==> src/rtl/mem_arb_pkg.sv <==
// mem_arb_pkg: shared FSM state type and default geometry for mem_arbiter
package mem_arb_pkg;
  localparam int ADDR_W = 6;
  localparam int DATA_W = 4;
  localparam int DEPTH = 2 ** ADDR_W;
  typedef enum logic [1:0] {CLEAR, IDLE, ACCESS} state_t;
endpackage

==> src/rtl/mem_store.sv <==
// mem_store: DEPTH x DATA_W storage, synchronous write, asynchronous read, no reset
module mem_store #(
  parameter int ADDR_W = mem_arb_pkg::ADDR_W,
  parameter int DATA_W = mem_arb_pkg::DATA_W
) (
  input  logic              clk,
  input  logic              we,
  input  logic [ADDR_W-1:0] waddr,
  input  logic [DATA_W-1:0] wdata,
  input  logic [ADDR_W-1:0] raddr,
  output logic [DATA_W-1:0] rdata
);
  logic [DATA_W-1:0] mem [2**ADDR_W];
  always_ff @(posedge clk) if (we) mem[waddr] <= wdata;
  assign rdata = mem[raddr];
endmodule

==> src/rtl/mem_arbiter.sv <==
// mem_arbiter: two-requester memory arbiter with clear sweep; ARB_ROUND_ROBIN_EN selects round-robin, else requester 0 wins
module mem_arbiter
  import mem_arb_pkg::*;
#(
  parameter int ADDR_W = mem_arb_pkg::ADDR_W,
  parameter int DATA_W = mem_arb_pkg::DATA_W
) (
  input  logic              clk,
  input  logic              rst,
  input  logic              req0,
  input  logic              req1,
  input  logic              we0,
  input  logic              we1,
  input  logic [ADDR_W-1:0] addr0,
  input  logic [ADDR_W-1:0] addr1,
  input  logic [DATA_W-1:0] wdata0,
  input  logic [DATA_W-1:0] wdata1,
  input  logic              clr,
  output logic              ack0,
  output logic              ack1,
  output logic [DATA_W-1:0] rdata,
  output logic              busy
);
  state_t state;
  logic [ADDR_W-1:0] cnt, cap_addr, maddr;
  logic [DATA_W-1:0] cap_wdata, mem_rd, mwdata;
  logic cap_we, owner, pend, m0, m1, gnt, mwe;
  assign m0 = req0 & ~ack0;
  assign m1 = req1 & ~ack1;
`ifdef ARB_ROUND_ROBIN_EN
  logic last;
  assign gnt = (m0 & m1) ? ~last : m1;
  always_ff @(posedge clk) last <= rst ? 1'b1 : (state == IDLE && !(clr | pend) && (m0 | m1)) ? gnt : last;
`else
  assign gnt = ~m0;
`endif
  assign busy = state == CLEAR;
  assign mwe = ~rst & (state == CLEAR | (state == ACCESS & cap_we));
  assign maddr = state == CLEAR ? cnt : cap_addr;
  assign mwdata = state == CLEAR ? '0 : cap_wdata;
  always_ff @(posedge clk) begin
    if (rst) begin
      state <= CLEAR;
      cnt <= '0;
      ack0 <= 1'b0;
      ack1 <= 1'b0;
      rdata <= '0;
      pend <= 1'b0;
      owner <= 1'b0;
      cap_we <= 1'b0;
      cap_addr <= '0;
      cap_wdata <= '0;
    end else begin
      ack0 <= 1'b0;
      ack1 <= 1'b0;
      case (state)
        CLEAR: begin
          cnt <= cnt == '1 ? cnt : cnt + 1'b1;
          if (cnt == '1) state <= IDLE;
        end
        IDLE: begin
          if (clr | pend) begin
            state <= CLEAR;
            cnt <= '0;
            pend <= 1'b0;
          end else if (m0 | m1) begin
            state <= ACCESS;
            owner <= gnt;
            cap_we <= gnt ? we1 : we0;
            cap_addr <= gnt ? addr1 : addr0;
            cap_wdata <= gnt ? wdata1 : wdata0;
          end
        end
        ACCESS: begin
          state <= IDLE;
          ack0 <= ~owner;
          ack1 <= owner;
          rdata <= cap_we ? cap_wdata : mem_rd;
          pend <= pend | clr;
        end
        default: state <= CLEAR;
      endcase
    end
  end
  mem_store #(.ADDR_W(ADDR_W), .DATA_W(DATA_W)) u_mem (
    .clk(clk),
    .we(mwe),
    .waddr(maddr),
    .wdata(mwdata),
    .raddr(cap_addr),
    .rdata(mem_rd)
  );
endmodule

==> config.mk <==
export PLATFORM = sky130hd
export DESIGN_NAME = mem_arbiter
export DESIGN_NICKNAME = d
export VERILOG_FILES = /design/src/rtl/mem_arb_pkg.sv /design/src/rtl/mem_store.sv /design/src/rtl/mem_arbiter.sv
export SDC_FILE = /design/constraint.sdc
export NUM_CORES = 1
export LEC_CHECK = 0
export ABC_AREA = 1
export CORE_MARGIN = 5
export CORE_UTILIZATION = 58
export CTS_BUF_LIST = sky130_fd_sc_hd__clkbuf_8
export CTS_CLUSTER_DIAMETER = 120
export CTS_CLUSTER_SIZE = 25
export DETAILED_ROUTE_END_ITERATION = 10
export PLACE_DENSITY = 0.9
export SLEW_MARGIN = 25
export SYNTH_ARGS = -nofsm -noshare
export SYNTH_HDL_FRONTEND = slang
export SYNTH_SLANG_ARGS = --single-unit
==> constraint.sdc <==
create_clock -name clk -period 2.65 [get_ports clk]
set_clock_uncertainty 0.15 [all_clocks]
set_input_delay 0.53 -clock clk [delete_from_list [all_inputs] [get_ports clk]]
set_output_delay 0.53 -clock clk [all_outputs]
set_load 0.05 [all_outputs]
# == Word-level counts from Yosys, hierarchy flattened ==
# Memories as Yosys holds them, arrays and structs flattened. A register that Yosys moved wholly into a read port is not among the register bits.
# Index checks and enable logic that the tools add are counted.
# totals
memories,1
mem_bits_rw,256
output_inout_bits,7
word_cells,56
input_bits,27
register_bits,23
# classes
muxes,16
n_bitwise,14
reduce_logical,8
addsub,1
eq_ne,7
# memory_table
memory,words,width,read_ports,rd_clocked_by_memory_dff,write_ports,line_no,text
u_mem.mem,64,4,1,1,1,mem_store.sv:13,logic [DATA_W-1:0] mem [2**ADDR_W];
# op_table
operator,count
two-way mux 6 bit,4
case mux 6 bit (2 select lines),1
two-way mux 4 bit,2
NOT 1 bit,7
adder 6 x 1 -> 6 bit (second input constant),1
== test 6 bit (second input constant),1
two-way mux 2 bit,3
case mux 2 bit (3 select lines),1
AND reduction 3 bit,2
AND 1 bit,4
two-way mux 1 bit,4
!= test 2 bit (second input constant),2
AND reduction 2 bit,2
nonzero test 2 bit,2
!= test 3 bit (second input constant),1
OR 1 bit,3
== test 2 x 1 -> 1 bit (second input constant),1
== test 2 bit (second input constant),1
logical NOT 2 bit,1
!= test 2 x 1 -> 1 bit (second input constant),1
case mux 1 bit (2 select lines),1
OR reduction 2 bit,1

# == Longest topological paths before layout ==
# Gate-level depths: netlist (run 1).
# depth
word_depth,6
depth_mapped,14
depth_no_buf,11

# == By module ==
# From an unflattened synthesis (run 1), not the netlist that was laid out.
# unflattened
hier_cells,1155
hier_area_um2,12175.4
# modules_own_cells
module,area_per_inst_um2,instances,seq_area_each_um2,cells_each
mem_store,10801.6,1,7687.4,944
mem_arbiter,1373.8,1,540.5,211

# == Worst setup path after synthesis (run 1) ==
# OpenSTA, ideal clock, no wires.
# synth_path
path_kind,register -> register
start,register state[1]
end,"memory u_mem.mem[0][0], data pin"
setup_ns,0.499
period_less_slack_ns,2.801
setup_slack_ns,-0.151
path_stages_with_launch,4
path_buffers,1
t_required_ns,2.001
arrival_ns,2.152
path_cell_list,dfxtp_1 nor2_4 buf_6 nor2_1
# synth_via
elab_chain_cells,2
# synth_rtl
item,line_no,text
start: declaration,mem_arbiter.sv:24,state_t state;
start signal: assignment,mem_arbiter.sv:43,state <= CLEAR;
start signal: assignment,mem_arbiter.sv:59,if (cnt == '1) state <= IDLE;
start signal: assignment,mem_arbiter.sv:63,state <= CLEAR;
logical NOT 2 bit,-,
named net busy,mem_arbiter.sv:22,output logic busy
two-way mux 4 bit,mem_arbiter.sv:40,assign mwdata = state == CLEAR ? '0 : cap_wdata;
named net mwdata[0],mem_arbiter.sv:26,"logic [DATA_W-1:0] cap_wdata, mem_rd, mwdata;"
end: declaration,mem_store.sv:13,
# The timed path passes the listed nets, and every way through them passes these cells.

# == Worst setup path after layout (run 1) ==
# layout_path
start,register state[1]
end,"memory u_mem.mem[32][3], enable pin"
# layout_via
elab_chain_cells,6
elab_cells_between_ends,8
classes_between,eq/ne: 1; mux: 3; bitwise: 3; reduce/logical: 1
# layout_rtl
item,line_no,text
== test 2 bit,mem_arbiter.sv:38,assign mwe = ~rst & (state == CLEAR | (state == ACCESS & cap_we));
AND 1 bit,mem_arbiter.sv:38,
OR 1 bit,mem_arbiter.sv:38,
AND 1 bit,mem_arbiter.sv:38,
two-way mux 1 bit,mem_store.sv:14,always_ff @(posedge clk) if (we) mem[waddr] <= wdata;
two-way mux 1 bit (not written as such),mem_store.sv:14,
# Several ways; a longest one is shown, not always the timed one.

==> run metrics, run 1 <==
Starting Density=59.3%; Synth area leaders=edfxtp_1 (64%), nand2_1 (11%), nand3_1 (9.8%), dfxtp_1 (4.5%), nor2_1 (2.4%); cts repair resizes=0; drt first pass iters=8; fin crit share=93.8%; Max-slew headroom=55.4%; maximum vdd ir drop=0.000260 V; cts hold-fix bufs=0; Yosys top cell area share=63.6%; vias in the first global route=8304; Starting DRT DRC Count=1090; first-pass GRT wire length=43800 um; status=finished, final reports clean; Critical-path top delay cell=dfxtp_1; asr flop ratio synth=0%; Worst EP arrival=2.54 ns; Max FO, Critical Path=9; crit path cell chain=nor2_4 -> o21ai_1 -> inv_1 -> nand4_1 -> buf_4 -> nor2_1; Distinct cells, synth=34; Post-Syn Nets=1168; final setup vio count=0; ant diodes=0; worst min-delay path category=reg2reg; CTS buffer count=15; hold_ws=0.320 ns; H-tree Lvls=1; GP Congestion=0.826; TNS Setup=0 ns; antenna-violating nets left=0; share of layout cells above drive strength 1=8.40%; post-DP HPWL=18200 um; adder-cell share of the synthesized area=0.104%; Startpoint Class=flop; Die Footprint=23800 um^2; largest net degree at the start of global routing=131; core area=20400 um^2; Tot Pwr=0.00680 W; Gate Count Post-Synth=1140; GRT Util Overall=23.1%; FF+latch count, synth=283; Post-synth EDFFs=256; largest family of logic cells by synthesized area=simple AND/OR/NAND/NOR gates; clock latency on the worst-skew pair=0.54 ns; initial antenna violation count=0; Avg WL per Cell=19.2 um; clock sinks=283; TritonCTS clock tree=done; Port Buf Inserts=33; Rows=52; post-synthesis xor/xnor area fraction=0.0725%; GR Overflow Total=0; Leak=4.82 nW; power per cell area=516 nW/um^2; post-synthesis simple-gate area fraction=25.6%; Setup Buffers After CTS=0; Die Ht=154 um; CTS max path bufs=3; root buffer cell=clkbuf_8; dominant synthesized flop cell=edfxtp_1; I/O pin cnt=34; Area Growth Syn to Fin=9.11%; minimum clock period=2.49 ns; Post-Route WL=27900 um; Synth Area in Compound Gates=2.55%; Max Clk Rate=402 MHz; slowest stage delay, CP=0.38 ns; Final Hold Fails=0; Via Count=8731; RSZ-0062 raised after global routing=false; # DRC=0; dominant cell type by area after synthesis=edfxtp_1; die width=154 um; fin area=13200 um^2; CP endpoint kind=flop; post-DR vias/cell=6.03; Warnings, synthesis=0; Seq/Total Area, Yosys=68.1%; Post-Syn Area per Cell=10.6 um^2; fin. max-slew vios=0; critical path type=reg2reg; Placed Area=12900 um^2; slew of the pin with the lowest slew margin=0.667 ns; CTS clk-pin slew, worst paths=0.14 ns; count leader, synth=nand2_1; Synth top cells by count=nand2_1 (361), edfxtp_1 (256), nand3_1 (237); Worst EP required=2.71 ns; mux cell area share after synthesis=0%; max-cap violation count=0; Cell Area, Synth=12100 um^2; # nets final=1202
-- through the flow --
stage | setup WS (ns) | utilization [%] | std cells
after floorplan | -0.151 | - | 1140
after global placement | -0.172 | 63.5 | 1427
after detailed placement | -0.241 | 63.5 | 1427
after CTS | 0.215 | 64.7 | 1448
after global routing | 0.0908 | 64.7 | 1448
final | 0.164 | 64.7 | 1448
-- power breakdown --
part | internal, W | switching (W)
Sequential | 0.00480 | 0.00000638
Combinational | 0.0000816 | 0.000110
Clock | 0.000554 | 0.00125
-- placed cells by master, fill, tap and decap left out, drive strengths merged --
| master | Yosys | final |
|---|---|---|
| edfxtp | 256 | 256 |
| nor3b | 3 | 3 |
| a21oi | 10 | 10 |
| clkbuf | 15 | 15 |
| nand3 | 238 | 238 |
| o21ai | 27 | 27 |
| nor3 | 6 | 6 |
| clkinv | 0 | 1 |
| nand2 | 364 | 364 |
| nor2 | 82 | 82 |
| ha | 1 | 1 |
| buf | 49 | 49 |
| dfxtp | 27 | 27 |
| clkdlybuf4s50 | 0 | 32 |
| inv | 28 | 32 |
| clkinvlp | 0 | 1 |
| o211a | 1 | 1 |
| nand4 | 12 | 12 |
| xor2 | 1 | 1 |
| a31oi | 12 | 12 |
| nor4 | 8 | 8 |
-- logic make-up (layout without fill, tap and decap cells) --
family / count (synthesis) / in the layout
AND/OR/NAND/NOR: 713 / 713
flip-flops: 283 / 283
buffers and inverters: 92 / 130
AO/OA/AOI/OAI: 50 / 50
adder cells (fa/ha/maj): 1 / 1
XOR/XNOR: 1 / 1
-- worst max-delay path: cells and delay by family (launching register included) --
| kind | cells | cell delay (ns) |
|---|---|---|
| simple gates | 3 | 0.88 |
| buf+inv | 2 | 0.56 |
| flops | 1 | 0.38 |
| compound gates | 1 | 0.19 |
-- final cells by class --
class	instances	area, um^2
multi-input combinational	765	3450
sequential	283	8230
tap	270	338
inverter	28	109
clock inverter	6	42.5
timing repair buffer	81	801
fill	1412	7190
clock buffer	15	206
-- final timing paths --
| path | start | to | slack, ns | cells after the start |
|---|---|---|---|---|
| max | state[1] | u_mem.mem[32][3] | 0.16 | 6 |
| min | owner | ack0 | 0.32 | 1 |
| max reg2reg | state[1] | u_mem.mem[32][3] | 0.16 | 6 |
| min reg2reg | owner | ack0 | 0.32 | 1 |
-- flip-flops by register name, indices dropped and copies added, names as in the netlist --
| register | flops |
|---|---|
| cap_we | 1 |
| state | 2 |
| cnt | 6 |
| rdata | 4 |
| cap_wdata | 4 |
| ack1 | 1 |
| cap_addr | 6 |
| owner | 1 |
| pend | 1 |
| ack0 | 1 |
| u_mem.mem | 256 |
-- metal layers --
layer  global-route usage (%)  part of all wire (%)  vias up  wire length [um]
met3                     3.32                    10      107              2820
met5                        0                     0        -                 0
li1                         -                     -     4019                 -
met2                     38.1                    48      528             13400
met1                     30.7                    37     4077             10300
met4                     10.6                   4.6        0              1290
(Power assumes the default switching activity.)
==> run 2: changes to the inputs <==
CELL_PAD_IN_SITES_DETAIL_PLACEMENT = 0   (was default)
CELL_PAD_IN_SITES_GLOBAL_PLACEMENT = 1   (was default)
CORE_ASPECT_RATIO = 1.75   (was default)
CORE_UTILIZATION = 46   (was 58)
PLACE_DENSITY = 0.89   (was 0.9)
==> run metrics, run 2 (same netlist as run 1, synthesis figures left out) <==
status=finished, final reports clean; core area=26000 um^2; slew of the pin with the lowest slew margin=0.901 ns; root buffer cell=clkbuf_8; Worst EP required=1.97 ns; CP top delay family=buffers and inverters; CTS max path bufs=3; GRT Max-Usage Layer=met2; worst min-delay path category=reg2reg; Leak=4.82 nW; slowest stage delay, CP=0.83 ns; power per cell area=517 nW/um^2; share of layout cells above drive strength 1=8.33%; Die Ht=224 um; clock sinks=283; Buf/Inv on CP=1; H-tree Lvls=1; met1 track demand over resource=20.5%; Max Clk Rate=408 MHz; # nets final=1200; Die Footprint=29700 um^2; largest net degree at the start of global routing=98; Starting Density=46.5%; Max-slew headroom=39.9%; GR Util met3=1.70%; fin. max-slew vios=0; clock latency on the worst-skew pair=0.55 ns; GR Overflow Total=0; GR Util met2=38.7%; critical path type=reg2out; Via Count=8359; vias in the first global route=8375; TritonCTS clock tree=done; # DRC=0; commonest non-fill, non-tap cells in the layout=nand2_1 (361), edfxtp_1 (256), nand3_1 (237); clock share of power=26.5%; Finished Core Util=50.8%; die width=132 um; maximum vdd ir drop=0.000421 V; final setup vio count=0; initial antenna violation count=0; CP endpoint kind=output pin; combinational power share=2.9%; post-DR vias/cell=5.58; minimum clock period=2.45 ns; post-DP HPWL=19600 um; Rows=78; drt first pass iters=5; I/O pin cnt=34; commonest non-fill, non-tap cell in the layout=nand2_1; Worst EP arrival=1.77 ns; sw frac=20.2%; fin crit share=92.4%; GP Congestion=0.816; RSZ-0062 raised after global routing=false; CTS clk-pin slew, worst paths=0.14 ns; Max FO, Critical Path=2; CTS buffer count=15; Port Buf Inserts=33; Final Hold Fails=0; antenna-violating nets left=0; crit path cell chain=clkdlybuf4s50_1; Post-Route WL=29000 um; Int Power=0.00544 W; Seq pwr share=70.6%; Area Growth Syn to Fin=9.11%; Critical-path top delay cell=clkdlybuf4s50_1; max reg flops=256; Largest Register=u_mem.mem; first-pass GRT wire length=45000 um; max-cap violation count=0; GRT Util Overall=19.4%; Avg WL per Cell=19.3 um; Startpoint Class=flop; Starting DRT DRC Count=593; Switching Power=0.00137 W; r2r setup slk=0.27 ns; TNS Setup=0 ns; largest registers=u_mem.mem (256), cap_addr (6), cnt (6)
-- run 2: path summary, 6_finish.rpt --
path	start	end	cells past startpoint
max	rdata[2]	rdata[2]	1
min	owner	ack0	1
max reg2reg	state[1]	u_mem.mem[19][0]	5
min reg2reg	owner	ack0	1
-- run 2: layout make-up --
type | instances | area (um^2)
Tap cell | 320 | 400
Inverter | 28 | 109
Clock inverter | 6 | 42.5
Antenna cell | 1 | 2.50
Timing Repair Buffer | 79 | 736
Multi-Input combinational cell | 765 | 3450
Sequential cell | 283 | 8230
Clock buffer | 15 | 206
Fill cell | 2323 | 12800
-- run 2: power groups by stage --
stage / Sequential, W / Clock, W / Combinational [W]
finish: 0.00481 / 0.00181 / 0.000196
global route: 0.00481 / 0.00198 / 0.000211
CTS: 0.00481 / 0.00183 / 0.000196
detailed placement: 0.00491 / 0 / 0.000195
global placement: 0.00491 / 0 / 0.000195
floorplan: 0.00491 / 0 / 0.0000933
-- run 2: metal layers --
metal,part of all wire [%],up-vias
met4,4.4,0
met1,35,4043
met3,4.6,62
met5,0,-
met2,56,232
li1,-,4022
-- run 2: timing repair --
action | in CTS | in global routing
resized for setup | 0 | 1
endpoints found under the setup margin | 0 | 1
hold buffers | 0 | 0
buffers inserted | 0 | 0
-- run 2: per-stage QoR --
step | power (W) | hold slack, ns | area (um^2) | setup WS [ns] | instances
after floorplan | 0.00500 | 0.260 | 12100 | -0.151 | 1140
after global placement | 0.00510 | 0.314 | 12900 | 0.00671 | 1475
after detailed placement | 0.00510 | 0.298 | 12900 | -0.0249 | 1475
after CTS | 0.00684 | 0.326 | 13200 | 0.177 | 1496
after global routing | 0.00700 | 0.339 | 13200 | 0.0948 | 1496
final | 0.00681 | 0.320 | 13200 | 0.200 | 1497
==> run 3: changes to the inputs <==
SYNTH_HIERARCHICAL = 1   (was default)
==> run metrics, run 3 <==
status=finished, final reports clean; drt first pass iters=5; Seq/Total Area, Yosys=67.6%; Max-slew headroom=62.8%; Rows=78; I/O pin cnt=34; count leader, synth=nand2_1; Area Growth Syn to Fin=8.82%; post-DR vias/cell=5.54; mux cell area share after synthesis=0%; CP endpoint kind=flop; H-tree Lvls=1; clock sinks=283; worst min-delay path category=reg2reg; Post-synth EDFFs=256; largest family of logic cells by synthesized area=simple AND/OR/NAND/NOR gates; CTS max path bufs=3; Warnings, synthesis=6; Max Clk Rate=412 MHz; power per cell area=515 nW/um^2; Seq pwr share=70.6%; Leak=5.05 nW; Yosys top cell area share=63.1%; met3 wire len=1400 um; sequential cell area=8230 um^2; slowest stage delay, CP=0.48 ns; Die Footprint=29900 um^2; GR Overflow Total=0; Starting Density=46.7%; combinational power share=2.8%; Synth area leaders=edfxtp_1 (63%), nand2_1 (12%), nand3_1 (9.7%), dfxtp_1 (4.4%), nor2_1 (2.7%); Avg WL per Cell=19.1 um; die width=133 um; Port Buf Inserts=33; share of layout cells above drive strength 1=7.64%; Post-Syn Nets=1183; initial antenna violation count=0; fill count=2262; Cell Area, Synth=12200 um^2; Worst EP arrival=2.53 ns; Critical-path top delay cell=dfxtp_1; post-synthesis simple-gate area fraction=25.8%; metal2 WL=16300 um; TNS Setup=0 ns; Distinct cells, synth=26; antenna-violating nets left=0; fin. max-slew vios=0; # nets final=1224; Die Ht=225 um; max-cap violation count=0; DP Worst Slack=-0.0621 ns; Tot Pwr=0.00682 W; cts hold-fix bufs=0; post-synthesis xor/xnor area fraction=0%; Worst EP required=2.75 ns; crit path cell chain=nor2_4 -> inv_1 -> nand2_1 -> o21ai_1 -> buf_4 -> nand4_1 -> buf_4 -> nor4_1 -> buf_4; Switching Power=0.00137 W; dominant cell type by area after synthesis=edfxtp_1; Post-Syn Area per Cell=10.5 um^2; # DRC=0; Startpoint Class=flop; post-DP HPWL=19600 um; Synth Area in Compound Gates=1.88%; Final Hold Fails=0; top sig layer=met4; vias in the first global route=8474; Largest Register=u_mem/mem; core area=26100 um^2; Max FO, Critical Path=9; Gate Count Post-Synth=1155; asr flop ratio synth=0%; maximum vdd ir drop=0.000645 V; ant diodes=0; Starting DRT DRC Count=632; clock latency on the worst-skew pair=0.52 ns; GRT Util Overall=19.5%; critical path type=reg2reg; fin area=13200 um^2; FF+latch count, synth=283; fin crit share=91.7%; minimum clock period=2.43 ns; max reg flops=256; Synth top cells by count=nand2_1 (388), edfxtp_1 (256), nand3_1 (237); M1 WL=9860 um; slew of the pin with the lowest slew margin=0.557 ns; Post-Route WL=29200 um; Buf/Inv on CP=4; Final Worst Setup Slack=0.221 ns; first-pass GRT wire length=45400 um; RSZ-0062 raised after global routing=false; Multi-input gate area=3440 um^2; Crit path top cell by count=buf_4; CTS clk-pin slew, worst paths=0.13 ns; largest registers=u_mem/mem (256), cap_addr (6), cnt (6); GP Congestion=0.857; Finished Core Util=50.8%; clock share of power=26.6%; root buffer cell=clkbuf_8; CTS buffer count=15; Placed Area=13000 um^2; commonest non-fill, non-tap cell in the layout=nand2_1; TritonCTS clock tree=done; final setup vio count=0; largest net degree at the start of global routing=85; commonest non-fill, non-tap cells in the layout=nand2_1 (388), edfxtp_1 (256), nand3_1 (237); sw frac=20.2%; CP top delay family=buffers and inverters; adder-cell share of the synthesized area=0.103%; Via Count=8438; dominant synthesized flop cell=edfxtp_1; Int Power=0.00544 W
## run 3: cell type report
type,instances,area share (%)
inverters,31,0.888
flip-flops and latches,283,62.1
clock inverters,10,0.406
clock buffers,15,1.56
repair buffers,86,6.04
well taps,320,3.02
multi-input cells,779,25.9
## run 3: power groups by stage
stage	Clock [W]	Combinational (W)	Sequential (W)
global placement	0	0.000190	0.00491
detailed placement	0	0.000192	0.00491
CTS	0.00185	0.000193	0.00481
global route	0.00201	0.000212	0.00481
floorplan	0	0.0000905	0.00491
finish	0.00181	0.000193	0.00481
## run 3: metal layers
layer	GRT usage (%)	vias to the layer above
li1	-	4052
met1	20.1	4015
met2	38.4	289
met3	1.74	82
met4	10.3	0
met5	0	-
## run 3: cell families after synthesis
| logic type | count (synthesis) |
|---|---|
| AND/OR/NAND/NOR | 738 |
| flip-flops | 283 |
| AO/OA/AOI/OAI | 40 |
| adder cells (fa/ha/maj) | 1 |
| buffers and inverters | 93 |
## run 3: worst paths after layout
| kind | startpoint | endpoint | slack (ns) | cells past startpoint |
|---|---|---|---|---|
| min reg2reg | owner | ack0 | 0.29 | 1 |
| min | owner | ack0 | 0.29 | 1 |
| max | state[0] | u_mem/mem[54][2] | 0.22 | 9 |
| max reg2reg | state[0] | u_mem/mem[54][2] | 0.22 | 9 |
## run 3: metrics by stage
step	hold WS, ns	std cells
after floorplan	0.241	1155
after global placement	0.257	1499
after detailed placement	0.269	1499
after CTS	0.289	1524
after global routing	0.315	1524
final	0.291	1524
## run 3: repair_timing
action | CTS | global route
setup buffers | 0 | 0
gates resized for setup | 0 | 1
setup endpoints to repair | 0 | 4
